<file path="config.mk">
export PLATFORM = sky130hd
export DESIGN_NAME = chess_turn_ctrl
export DESIGN_NICKNAME = d
export VERILOG_FILES = /design/src/rtl/chess_turn_ctrl.sv
export SDC_FILE = /design/constraint.sdc
export NUM_CORES = 1
export LEC_CHECK = 0
export CORE_MARGIN = 2
export CORE_UTILIZATION = 47
export DETAILED_ROUTE_END_ITERATION = 10
export GPL_ROUTABILITY_DRIVEN = 0
export PLACE_DENSITY_LB_ADDON = 0.12
export SETUP_SLACK_MARGIN = 0.3
export SKIP_LAST_GASP = 1
export SYNTH_ARGS = -nofsm -noshare
export SYNTH_HDL_FRONTEND = slang
export SYNTH_SLANG_ARGS = --single-unit
</file>
<file path="constraint.sdc">
create_clock -name CLK -period 4.2 [get_ports CLK]
set_input_delay 1.05 -clock CLK [delete_from_list [all_inputs] [get_ports CLK]]
set_output_delay 1.05 -clock CLK [all_outputs]
set_load 0.1 [all_outputs]
</file>
<file path="src/rtl/chess_turn_ctrl.sv">
// Turn controller for a two-player chess clock: selects the running timer,
// counts moves, pauses on request and latches the player whose flag fell.
module chess_turn_ctrl #(
  parameter bit FIRST_PLAYER = 1'b0
) (
  input  logic       CLK,
  input  logic       CLR,
  input  logic       CE,
  input  logic       SELECT,
  input  logic       STOP,
  input  logic       Set_Impulse,
  input  logic       ZERO_A,
  input  logic       ZERO_B,
  output logic       CE_A,
  output logic       CE_B,
  output logic       LOAD,
  output logic       ACTIVE,
  output logic [2:0] STATE,
  output logic       TIMEOUT,
  output logic       LOSER,
  output logic [7:0] MOVES
);

  localparam logic [2:0] S_IDLE    = 3'd0;
  localparam logic [2:0] S_READY   = 3'd1;
  localparam logic [2:0] S_RUN     = 3'd2;
  localparam logic [2:0] S_PAUSE   = 3'd3;
  localparam logic [2:0] S_TIMEOUT = 3'd4;

  logic [2:0] state;
  logic       active;
  logic       load_q;
  logic       loser_q;
  logic [7:0] moves;
  logic       sel_q;
  logic       set_q;

  logic sel_edge;
  logic set_edge;
  logic new_game;
  logic flag_fell;

  assign sel_edge  = SELECT & ~sel_q;
  assign set_edge  = Set_Impulse & ~set_q;
  // A new game may be loaded from any state except while the clock is running.
  assign new_game  = set_edge & (state != S_RUN);
  assign flag_fell = active ? ZERO_B : ZERO_A;

  always_ff @(posedge CLK) begin
    if (!CLR) begin
      state   <= S_IDLE;
      active  <= FIRST_PLAYER;
      moves   <= 8'd0;
      load_q  <= 1'b0;
      loser_q <= 1'b0;
      sel_q   <= 1'b1;
      set_q   <= 1'b1;
    end else begin
      sel_q  <= SELECT;
      set_q  <= Set_Impulse;
      load_q <= 1'b0;
      if (new_game) begin
        load_q  <= 1'b1;
        active  <= FIRST_PLAYER;
        moves   <= 8'd0;
        loser_q <= 1'b0;
        state   <= S_READY;
      end else begin
        case (state)
          S_READY: begin
            if (sel_edge && !STOP) state <= S_RUN;
          end
          S_RUN: begin
            if (flag_fell) begin
              state   <= S_TIMEOUT;
              loser_q <= active;
            end else if (STOP) begin
              state <= S_PAUSE;
            end else if (sel_edge) begin
              active <= ~active;
              if (moves != 8'hFF) moves <= moves + 8'd1;
            end
          end
          S_PAUSE: begin
            if (!STOP) state <= S_RUN;
          end
          S_IDLE, S_TIMEOUT: ;
          default: state <= S_IDLE;
        endcase
      end
    end
  end

  assign CE_A    = (state == S_RUN) & CE & ~active & ~STOP;
  assign CE_B    = (state == S_RUN) & CE &  active & ~STOP;
  assign LOAD    = load_q;
  assign ACTIVE  = active;
  assign STATE   = state;
  assign TIMEOUT = (state == S_TIMEOUT);
  assign LOSER   = loser_q;
  assign MOVES   = moves;

endmodule

</file>
==> results.md <==
* Outcome: complete, no violations
* Slew headroom at 35.35%
* Mapped Cells at 83
* Warnings from Yosys at 0
* 1st-pass router iterations at 4
* Final TNS setup at 0 ns
* Final setup viols at 0
* Fill count at approximately 130
* Sequential area share after synthesis at just over 40%
* CP endpoint kind: output pin
* Asr flop ratio synth at 0%
* Nets@finish at approximately 120
* Post-DR wirelength/cell at 13.63 um
* Initial antenna violation count at 0
* Max clock buf depth at 2
* EDFF count, synth at 0
* Post-synth top area share at around 41%
* CTS tree: built
* Total power per unit cell area at around 270 mW/mm^2
* Hold crit path type: reg2reg
* Synth Cell Area at 774.5 sq um
* Worst-Skew Late Latency at between 0.2 and 0.3 ns
* DRT antenna net count at 0
* Pin count of the biggest net entering global routing at 14
* Sink Count at 16
* Syn_area_per_cell at between 9 and 10 sq um
* Synth top area cells: dfxtp_1, mux2i_1, nor2_1
* Post-CTS sizing at 0
* Maximum VDD drop at roughly 0.00018 V
* Maxcap violations at 0
* Root Driver: clkbuf_4
* Vias in the first global route at 617
* Layout cell share with drive strength beyond 1 at between 10% and 20%
* I/O pin cnt at 25
* Static leakage at 0.3798 nW
* Via density at 5.677
* Worst-path clk slew at about 0.10 ns
* Most frequent cell after synthesis: dfxtp_1
* Port Buf Inserts at 24
* Post-DP HPWL at 1.251 mm
* Worst path required time at 3.15 ns
* Critical path type: in2out
* Met3 Wirelength at 97 um
* Critical-path maximum fanout at 6
* Post-CTS Hold Fix Bufs at 0
* GR Overflow Total at 0
* Met1 WL at 799 um
* Die ar. at 0.001989 sq mm
* Detailed Route WL at 1.690 mm
* Worst slew pin tran at 0.9667 ns
* Clock Skew at 0.001562 ns
* Top_reg_cell synth: dfxtp_1
* Final worst path period need at 3.213 ns
* # rows at 14
* Area grow syn2layout at 36.67%
* CP Launch Type: input pin
* Residual DRC at 0
* Die Y at around 45 um
* Leading area contributor after synthesis: dfxtp_1
* Final hold vios at 0
* Initial DRC Count at 9
* Die W at approximately 45 um
* Yosys cell types at 36
* WL met2 at between 700 and 800 um
* Initial Util at roughly half
* CTS Buf Count at 3
* Ratio of final minimum period to clock period at 76.51%
* Register bit total from synthesis at 16
* RSZ-0062 raised after global routing: false
* Htree depth at 1
* Finished Layout Cells at 124
* Syn_nets at 92
* Data arrival, critical path at 2.16 ns
* Post-synth top cells: dfxtp_1, nor2_1, a21oi_1, nand3_1, o21ai_0
* Setup bufs post-CTS at 0
* GRT Util Overall at 17.65%
* Cells after DPL at 120
* Slew Viols, Final at 0
* Maximum clock rate at 0.3112 GHz
* First-pass GRT wire length at 2.504 mm
* Vias at 704
* Core box area at 0.001524 sq mm
* Uppermost layer routed: met4
* Antenna Cells at 0
==> area by class of cell <==
class / count / area (sq um) / share of cell area [%]
clock buffer: 4 / 36.28 / 3.428
inverter: 2 / 7.507 / 0.7092
timing repair buffer: 24 / 235.2 / 22.22
multi-input combinational: 62 / 439.2 / 41.49
tap: 16 / 20.02 / 1.891
sequential: 16 / 320.3 / 30.26
==> critical path, stage by stage <==
cell and delay, ns:
clkdlybuf4s50_1 0.52, and4b_1 0.30, buf_4 0.29
==> sequential cells by signal, summed over array words and instances (netlist names) <==
| name | count |
|---|---|
| MOVES | 8 |
| STATE | 3 |
| ACTIVE | 1 |
| LOAD | 1 |
| LOSER | 1 |
| sel_q | 1 |
| set_q | 1 |
==> metrics by stage <==
step                      total power, mW  instance area, sq um  hold slack [ns]  utilization (%)  setup WS, ns
after floorplan                    0.1724                 785.8           0.5478                -       -0.1532
after global placement             0.1836                  1022           0.5048            67.08         1.024
after detailed placement           0.1840                  1022           0.5139            67.08         1.013
after CTS                          0.2832                  1059           0.5404            69.46         1.000
after global routing               0.2895                  1059           0.5716            69.46        0.9461
final                              0.2833                  1059           0.5381            69.46        0.9868
==> placed cells by master (no fill, tap or decap), types with 2 or more instances in the layout <==
cell type / synthesis / layout
nor2b_1: 2 / 2
buf_4: 0 / 2
a211oi_1: 2 / 2
nor2_1: 7 / 7
mux2i_1: 3 / 3
clkbuf_4: 0 / 3
o21ai_0: 5 / 5
nand3_1: 5 / 5
a21oi_1: 5 / 5
dfxtp_1: 16 / 16
clkdlybuf4s50_1: 0 / 22
nand2b_1: 2 / 2
and3_1: 3 / 3
or3_1: 3 / 3
inv_1: 2 / 2
nor3b_2: 1 / 2
nand2_1: 2 / 2
==> path summary, 6_finish.rpt <==
| path | from | end | slack (ns) | depth (start not counted) |
|---|---|---|---|---|
| setup / recovery | STOP | CE_B | 0.99 | 3 |
| hold / removal | LOSER | LOSER | 0.54 | 2 |
| hold reg to reg | LOSER | LOSER | 0.54 | 2 |
| setup reg to reg | STATE[1] | MOVES[4] | 2.31 | 4 |
==> cell families (layout without fill, tap and decap cells) <==
group                    after synthesis  in the layout  synth area share (%)
XOR/XNOR                               2              2                 2.262
multiplexers                           4              4                 5.331
buffers and inverters                  5             30                 3.393
AND/OR/NAND/NOR                       35             35                 29.24
adder cells (fa/ha/maj)                1              1                 1.615
AO/OA/AOI/OAI                         20             20                 16.80
flip-flops                            16             16                 41.36
==> where the power goes <==
part           internal, mW  total, mW  switching (mW)
Sequential            0.153      0.155         0.00150
Clock                0.0527      0.103          0.0499
Combinational        0.0111     0.0257          0.0146
==> per-layer routing <==
metal / GRT usage [%] / vias to the layer above
met2: 27.54 / 24
met4: 14.55 / 0
met3: 2.449 / 6
li1: - / 359
met1: 21.25 / 315
met5: 0 / -
No activity file was read; power rests on OpenSTA's default activity.
